**src/rtl/ps2_rx.sv**
```systemverilog
// PS/2 device-to-host receiver: glitch-filtered clock, 11-bit deframing, scancode FIFO (FWFT).
// Fall edge 2+FILTER_LEN cycles after raw; byte visible 1 cycle after stop edge; FIFO full drops the byte.
module ps2_rx #(
  parameter int FILTER_LEN = 8,
  parameter int TIMEOUT    = 50000,
  parameter int FIFO_AW    = 3
) (
  input  logic               clk,
  input  logic               rst_n,
  input  logic               ps2_clk,
  input  logic               ps2_data,
  input  logic               rd,
  output logic [7:0]         rd_data,
  output logic               rd_valid,
  output logic [FIFO_AW:0]   count,
  output logic               irq,
  output logic               err_parity,
  output logic               err_frame,
  output logic               err_overflow,
  input  logic               err_clear
);

  localparam int FCW   = $clog2(FILTER_LEN + 1);
  localparam int TCW   = $clog2(TIMEOUT + 1);
  localparam int DEPTH = 1 << FIFO_AW;

  typedef enum logic [1:0] {IDLE, DATA, PARITY, STOP} state_t;

  logic           clk_s1_q, clk_s1_d, clk_s2_q, clk_s2_d;
  logic           dat_s1_q, dat_s1_d, dat_s2_q, dat_s2_d;
  logic           filt_clk_q, filt_clk_d;
  logic [FCW-1:0] filt_cnt_q, filt_cnt_d;
  logic           fall;

  state_t         state_q, state_d;
  logic [2:0]     bit_cnt_q, bit_cnt_d;
  logic [7:0]     sr_q, sr_d;
  logic           par_ok_q, par_ok_d;
  logic [TCW-1:0] tmo_q, tmo_d;
  logic           tmo_hit;
  logic           push_vld, set_par, set_frm;

  logic [FIFO_AW:0] wr_ptr_q, wr_ptr_d, rd_ptr_q, rd_ptr_d;
  logic [7:0]       mem_q [DEPTH];
  logic [7:0]       mem_d [DEPTH];
  logic             empty, full, do_pop, do_push, ovf_set;
  logic             err_par_q, err_par_d, err_frm_q, err_frm_d, err_ovf_q, err_ovf_d;

  // Filtered clock only moves after FILTER_LEN consecutive disagreeing samples.
  always_comb begin
    clk_s1_d   = ps2_clk;
    clk_s2_d   = clk_s1_q;
    dat_s1_d   = ps2_data;
    dat_s2_d   = dat_s1_q;
    filt_clk_d = filt_clk_q;
    filt_cnt_d = '0;
    fall       = 1'b0;
    if (clk_s2_q != filt_clk_q) begin
      if (filt_cnt_q == FCW'(FILTER_LEN - 1)) begin
        filt_clk_d = clk_s2_q;
        fall       = filt_clk_q;
      end else begin
        filt_cnt_d = filt_cnt_q + 1'b1;
      end
    end
  end

  assign tmo_hit = (state_q != IDLE) && (tmo_q == TCW'(TIMEOUT - 1));

  always_ff @(posedge clk or negedge rst_n) begin
    if (!rst_n) state_q <= IDLE;
    else        state_q <= state_d;
  end

  always_comb begin
    state_d = state_q;
    if (fall) begin
      case (state_q)
        IDLE:    if (!dat_s2_q) state_d = DATA;
        DATA:    if (bit_cnt_q == 3'd7) state_d = PARITY;
        PARITY:  state_d = STOP;
        default: state_d = IDLE;
      endcase
    end else if (tmo_hit) begin
      state_d = IDLE;
    end
  end

  always_comb begin
    push_vld = fall && (state_q == STOP) && dat_s2_q && par_ok_q;
    set_par  = fall && (state_q == STOP) && !par_ok_q;
    set_frm  = (fall && (state_q == STOP) && !dat_s2_q) || (tmo_hit && !fall);
  end

  always_comb begin
    bit_cnt_d = bit_cnt_q;
    sr_d      = sr_q;
    par_ok_d  = par_ok_q;
    tmo_d     = tmo_q + 1'b1;
    if ((state_q == IDLE) || fall || tmo_hit) tmo_d = '0;
    if (fall) begin
      case (state_q)
        IDLE:   bit_cnt_d = '0;
        DATA: begin
          sr_d      = {dat_s2_q, sr_q[7:1]};
          bit_cnt_d = bit_cnt_q + 1'b1;
        end
        PARITY: par_ok_d = ^{sr_q, dat_s2_q};
        default: ;
      endcase
    end
  end

  // A pop frees a slot in the same cycle, so a push into a full FIFO still lands.
  always_comb begin
    empty   = (wr_ptr_q == rd_ptr_q);
    full    = (wr_ptr_q[FIFO_AW] != rd_ptr_q[FIFO_AW]) &&
              (wr_ptr_q[FIFO_AW-1:0] == rd_ptr_q[FIFO_AW-1:0]);
    do_pop  = rd && !empty;
    do_push = push_vld && (!full || do_pop);
    ovf_set = push_vld && full && !do_pop;
    mem_d   = mem_q;
    if (do_push) mem_d[wr_ptr_q[FIFO_AW-1:0]] = sr_q;
    wr_ptr_d = do_push ? wr_ptr_q + 1'b1 : wr_ptr_q;
    rd_ptr_d = do_pop  ? rd_ptr_q + 1'b1 : rd_ptr_q;
    err_par_d = set_par ? 1'b1 : (err_clear ? 1'b0 : err_par_q);
    err_frm_d = set_frm ? 1'b1 : (err_clear ? 1'b0 : err_frm_q);
    err_ovf_d = ovf_set ? 1'b1 : (err_clear ? 1'b0 : err_ovf_q);
  end

  always_ff @(posedge clk or negedge rst_n) begin
    if (!rst_n) begin
      clk_s1_q   <= 1'b1;
      clk_s2_q   <= 1'b1;
      dat_s1_q   <= 1'b1;
      dat_s2_q   <= 1'b1;
      filt_clk_q <= 1'b1;
      filt_cnt_q <= '0;
      bit_cnt_q  <= '0;
      sr_q       <= '0;
      par_ok_q   <= 1'b0;
      tmo_q      <= '0;
      wr_ptr_q   <= '0;
      rd_ptr_q   <= '0;
      err_par_q  <= 1'b0;
      err_frm_q  <= 1'b0;
      err_ovf_q  <= 1'b0;
    end else begin
      clk_s1_q   <= clk_s1_d;
      clk_s2_q   <= clk_s2_d;
      dat_s1_q   <= dat_s1_d;
      dat_s2_q   <= dat_s2_d;
      filt_clk_q <= filt_clk_d;
      filt_cnt_q <= filt_cnt_d;
      bit_cnt_q  <= bit_cnt_d;
      sr_q       <= sr_d;
      par_ok_q   <= par_ok_d;
      tmo_q      <= tmo_d;
      wr_ptr_q   <= wr_ptr_d;
      rd_ptr_q   <= rd_ptr_d;
      err_par_q  <= err_par_d;
      err_frm_q  <= err_frm_d;
      err_ovf_q  <= err_ovf_d;
    end
  end

  always_ff @(posedge clk) begin
    mem_q <= mem_d;
  end

  assign rd_data      = empty ? 8'h00 : mem_q[rd_ptr_q[FIFO_AW-1:0]];
  assign rd_valid     = !empty;
  assign irq          = !empty;
  assign count        = wr_ptr_q - rd_ptr_q;
  assign err_parity   = err_par_q;
  assign err_frame    = err_frm_q;
  assign err_overflow = err_ovf_q;

endmodule

```
**config.mk**
```make
export PLATFORM = sky130hd
export DESIGN_NAME = ps2_rx
export DESIGN_NICKNAME = d
export VERILOG_FILES = /design/src/rtl/ps2_rx.sv
export SDC_FILE = /design/constraint.sdc
export NUM_CORES = 1
export LEC_CHECK = 0
export ABC_AREA = 0
export BUFFER_PORTS_ARGS = -buffer_cell sky130_fd_sc_hd__buf_2
export CAP_MARGIN = 20
export CORE_ASPECT_RATIO = 1.5
export CORE_MARGIN = 2
export CORE_UTILIZATION = 45
export DETAILED_ROUTE_END_ITERATION = 10
export SLEW_MARGIN = 20
export SYNTH_ARGS = -nofsm -noshare
export SYNTH_HDL_FRONTEND = slang
export SYNTH_SLANG_ARGS = --single-unit
export TNS_END_PERCENT = 1
```
**constraint.sdc**
```tcl
create_clock -name clk -period 2.9 [get_ports clk]
set_input_delay 0.725 -clock clk [delete_from_list [all_inputs] [get_ports clk]]
set_output_delay 0.725 -clock clk [all_outputs]
set_load 0.02 [all_outputs]
```
# Yosys cells after proc, flatten, opt, wreduce, memory -nomap -nowiden
# Cells that the tools add are included.
# W data, S select, Z words.
# totals
reg_bits	114
out_inout_bits	17
n_memories	0
input_bits	6
romBits	0
latch_bits	0
mem_bits_rw	0
# classes
order_cmp	3
muxes	22
shifts	0
bitwise_logic	2
n_addsub	6
eq_ne	12
n_mul	0
n_reduce_logical	36
div_mod_pow	0
# ops
operator	n
$bwmux W64	1
$mux W8	4
$bmux W8 S3	1
$demux W8 S3	1
$add A16 B1 Y16 const B	1
$eq A16 B16 Y1 const B	1
$mux W16	1
$logic_and A1 B1 Y1	13
$add A4 B1 Y4 const B	3
$reduce_bool A2 Y1	6
$reduce_xor A9 Y1	1
$ge A4 B4 Y1 const B	2
$mux W2	4
$mux W4	2
$not A3 Y4	2
$reduce_and A2 Y1	4
$logic_not A1 Y1	6
$mux W1	6
$ne A3 B3 Y1 const B	2
$pmux W2 S3	1
$pmux W3 S2	1
$eq A2 B2 Y1 const B	2
$eq A4 B3 Y1 const B	1
$eq A4 B4 Y1	1
10 further kinds	14

# Logic depth before layout (Yosys ltp)
# logic_depth
ltp_word	9
depth_mapped	9
mapped_depth_nobuf	6

# Worst setup path after synthesis
# OpenSTA, ideal clock, no wires.
# synth_path
path_kind	register to register
from	register rd_ptr_q[1]
to	register mem_q[56] (netlist bit), enable pin
t_arrival_ps	2493
stages_incl_launch_ff	9
setup_slack_ps	13
synth_period_minus_slack_ps	2887
cell_sequence	dfrtp_1 -> buf_2 -> buf_1 -> inv_1 -> ha_1 -> nand3_1 -> or3_1 -> nand2_1 -> nor4_1
# synth_between
elab_chain_cells	5
word_cells_on_any_way	8
cone_classes	eq/ne: 2; reduce/logical: 6
# synth_lines
element	line	source
start, declared	43	logic [FIFO_AW:0] wr_ptr_q, wr_ptr_d, rd_ptr_q, rd_ptr_d;
start signal, assigned	160	rd_ptr_q <= rd_ptr_d;
$eq A4 B4 Y1 / $eq A3 B3 Y1 (equally long branches)	116, 118	
$logic_not A1 Y1 / $logic_and A1 B1 Y1 (equally long branches)	119, 117	
$logic_and A1 B1 Y1 / $logic_not A1 Y1 (equally long branches)	119, 120	
$logic_or A1 B1 Y1 (*)	120	do_push = push_vld && (!full || do_pop);
$logic_and A1 B1 Y1 (*)	120	
end signal, assigned	168	mem_q <= mem_d;
end, declared	44	logic [7:0] mem_q [DEPTH];
# Every way passes the cells marked *; elsewhere a longest branch is shown, timed or not.
# A chain may end at the register's enable or synchronous reset.

# Worst setup path in the final report
# layout_path
from	register wr_ptr_q[1]
to	output port rd_data[2]
# layout_between
elab_chain_cells	2
# layout_lines
element	line	source
start, declared	43	
start signal, assigned	159	wr_ptr_q <= wr_ptr_d;
$eq A4 B4 Y1	116	empty = (wr_ptr_q == rd_ptr_q);
$mux W8	171	assign rd_data = empty ? 8'h00 : mem_q[rd_ptr_q[FIFO_AW-1:0]];
end, declared	13	output logic [7:0] rd_data,
# Every way passes these cells.

==> results by group <==
Worst setup path
  • Worst path bufs/invs: 1
  • Arr. time, crit path: 2.00 ns
  • R2R cell count: 5
  • Critical path capture point type: output pin
  • R2r setup slk: slightly below 0.6 ns
  • Worst r2r dst: mem_q[32]
  • CP max stage delay: approximately 0.48 ns
  • Slowest cell on crit path: dfrtp_1
  • Worst path top cell family by delay: flip-flops
  • Crit-path cells: ha_1, and4_2, a21oi_1, buf_2
  • Startpoint types: flop
  • CP required: approximately 2.2 ns
  • Peak fanout along the critical path: 10
  • Worst r2r src: filt_cnt_q[0]
  • Critical path class: flop to output pin

Die
  • Core area: between 10000 and 15000 µm²
  • Initial Utilization: 45.7%
  • Horiz. Die Dim: roughly 90 µm
  • Die Ht: around 130 µm
  • Area of the die: 11900 µm²
  • Num rows: 47
  • Io pins: 23

Drt
  • First-pass DRT Iterations: 4
  • Drt total wl: around 9300 µm
  • Antenna-violating nets left: 0
  • Wirelength per Cell: about 17 µm
  • # DRC: 0
  • Via-to-Cell Ratio: 5.26
  • DRT iter0 DRCs: 170
  • Vias: 2881

Power and ir drop
  • Worst VDD drop: 0.433 mV
  • Total power per unit cell area: approximately 650 nW/µm²
  • Static Leak: 2.40 nW
  • Pwr Total: 3.84 mW

Synthesis
  • Simple-gate share of the synthesized area: 10.2%
  • Post-Synth XOR/XNOR Area: under 10%
  • Compound-Gate Fraction of Synth Area: ~4.1%
  • Post-synth top flop: edfxtp_1
  • Synth Register Bits: 114
  • Unique cell type count in the Yosys netlist: 45
  • Syn avg cell area: 14.4 µm²
  • Number of synthesized flops with an enable pin: 64
  • Synthesized instance count: between 300 and 400
  • Post-Syn Nets: 366
  • Largest family of logic cells by synthesized area: multiplexers
  • Proportion of synthesized area in mux cells: 10.2%
  • Sequential cell area fraction in the yosys report: 64.0%
  • Synth Area in Adders: 3.93%
  • Synth warn: 0
  • Mapped cell area: 4970 µm²
  • Ys async rst share: between 40 and 50%

Clock network
  • CTS Buf Count: 17
  • CTS Root Cell: clkbuf_16
  • Setup bufs post-CTS: 0
  • CTS tree: built
  • Clk buf depth: 2
  • Reg clk slew, reported paths: 0.05 ns
  • CTS H-Tree Depth: 4
  • Skew-Pair Late Insertion Delay: 0.40 ns
  • Clock sink count: 114

Timing
  • Fin crit share: approximately 94%
  • Relative slew slack: 48.5%
  • Finish-stage setup viols: 0
  • Slew Viols, Final: 0
  • Unrepaired setup endpoints after global routing: false
  • Tightest Pin Transition: 0.770 ns
  • TNS Setup: 0 ns
  • Max Clock Skew: 0.00567 ns
  • Max Fclk: 368 MHz
  • Final min period: roughly 2.7 ns
  • Final hold viol count: 0

Outcome
  • Status: finished clean

Final layout
  • Fin cells: 548
  • Share of post-route cells with drive strength above 1: 26.9%
  • Commonest non-fill, non-tap cell in the layout: edfxtp_1
  • Post-layout util: 54.2%
  • ANT cells: 0
  • Final instance area: 5890 µm²
  • Layout Nets: around 410
  • Area grow syn2layout: 18.6%
  • Most frequent cells in the layout: 64 x edfxtp_1, 45 x dfrtp_1, 25 x nand2_1

GRT
  • Gr ovfl total: 0
  • Via count of the first global-routing pass: 3035
  • Initial antenna violation count: 0
  • First-pass GRT wire length: roughly 15000 µm
  • Total GRT Usage: between 15 and 20%
  • Pin count of the biggest net entering global routing: 30

Job
  • Max-cap check violation count: 0

Placed design
  • Placed Cells: 516
  • Final GP Congestion: 0.798
  • Detailed placement HPWL: slightly above 6000 µm
  • DP Area: 5310 µm²
  • Number of buffers added on ports: 22

Min path
  • Hold Crit Class: input pin to async pin
layer usage:
| metal | routed length (µm) | up-vias | global-route usage (%) |
|---|---|---|---|
| li1 | - | 1360 | - |
| met5 | 0 | - | 0 |
| met2 | 5200 | 46 | 30.9 |
| met1 | 3790 | 1467 | 19.2 |
| met4 | 122 | 0 | 6.41 |
| met3 | 229 | 8 | 5.24 |
worst reg2reg max path, delay by kind of cell, from the launching register on:
family                   cells  cell delay, ns
adder cells (fa/ha/maj)      1            0.22
AND/OR/NAND/NOR              4            1.35
flip-flops                   1            0.37
final cells by class:
class                           count  area (µm²)
Fill cell                         911        4990
Sequential cell                   114        3180
Multi-Input combinational cell    200        1660
Clock buffer                       17         425
Timing Repair Buffer               35         208
Tap cell                          147         184
Clock inverter                     15         161
Inverter                           20        75.1
registers in the layout, summed over array words and instances (netlist names), 2 cells and up:
register and flops:
bit_cnt_q 3, filt_cnt_q 4, mem_q 64, rd_ptr_q 4
sr_q 8, state_q 2, tmo_q 16, wr_ptr_q 4
cell families (layout without fill, tap and decap cells):
logic type      after synthesis  in the layout
flops                       114            114
simple gates                 96             96
compound gates               33             33
buf+inv                      31             87
mux                          29             29
xor+xnor                     27             27
fa+ha+maj                    15             15
where the power goes:
part	switching (mW)	internal (mW)	total [mW]
clock	0.741	1.27	2.01
combinational	0.0439	0.0339	0.0778
sequential	0.0203	1.73	1.75
total	0.805	3.03	3.84
stage by stage:
step | setup slack [ns] | hold slack [ns]
3_5_place_dp | 0.491 | 0.348
5_1_grt | 0.0577 | 0.310
6_report | 0.180 | 0.291
4_1_cts | 0.0709 | 0.293
3_3_place_gp | 0.554 | 0.346
2_1_floorplan | 0.0126 | 0.345
timing repair:
action	4_1_cts	5_1_grt
resized for setup	0	1
hold buffers	0	0
endpoints found under the setup margin	0	2
how the worst max path moves through the flow:
stage | startpoint | end | slack, ns | cells after the start
final | wr_ptr_q[1] | rd_data[2] | 0.18 | 4
after global placement | wr_ptr_q[1] | irq | 0.55 | 4
after detailed placement | wr_ptr_q[1] | rd_valid | 0.49 | 4
after global routing | rd_ptr_q[0] | rd_data[5] | 0.06 | 5
after CTS | wr_ptr_q[1] | rd_valid | 0.07 | 4
after floorplan | rd_ptr_q[1] | mem_q[56] | 0.01 | 8
Yosys cell counts, types with 5 or more instances:
| master | number | share of area [%] |
|---|---|---|
| o21ai_0 | 6 | 0.60 |
| mux4_2 | 16 | 7.3 |
| buf_2 | 5 | 0.50 |
| a21oi_1 | 15 | 1.5 |
| mux2_2 | 13 | 2.9 |
| xor2_1 | 7 | 1.2 |
| dfrtp_1 | 45 | 23 |
| nand2_1 | 25 | 1.9 |
| nand3_1 | 14 | 1.4 |
| edfxtp_1 | 64 | 39 |
| xnor2_1 | 19 | 3.3 |
| ha_1 | 14 | 3.5 |
| dfstp_2 | 5 | 2.6 |
| nor3_1 | 5 | 0.50 |
| nor2_1 | 19 | 1.4 |
| nand4_1 | 6 | 0.76 |
| inv_1 | 19 | 1.4 |
(Power assumes the default switching activity.)
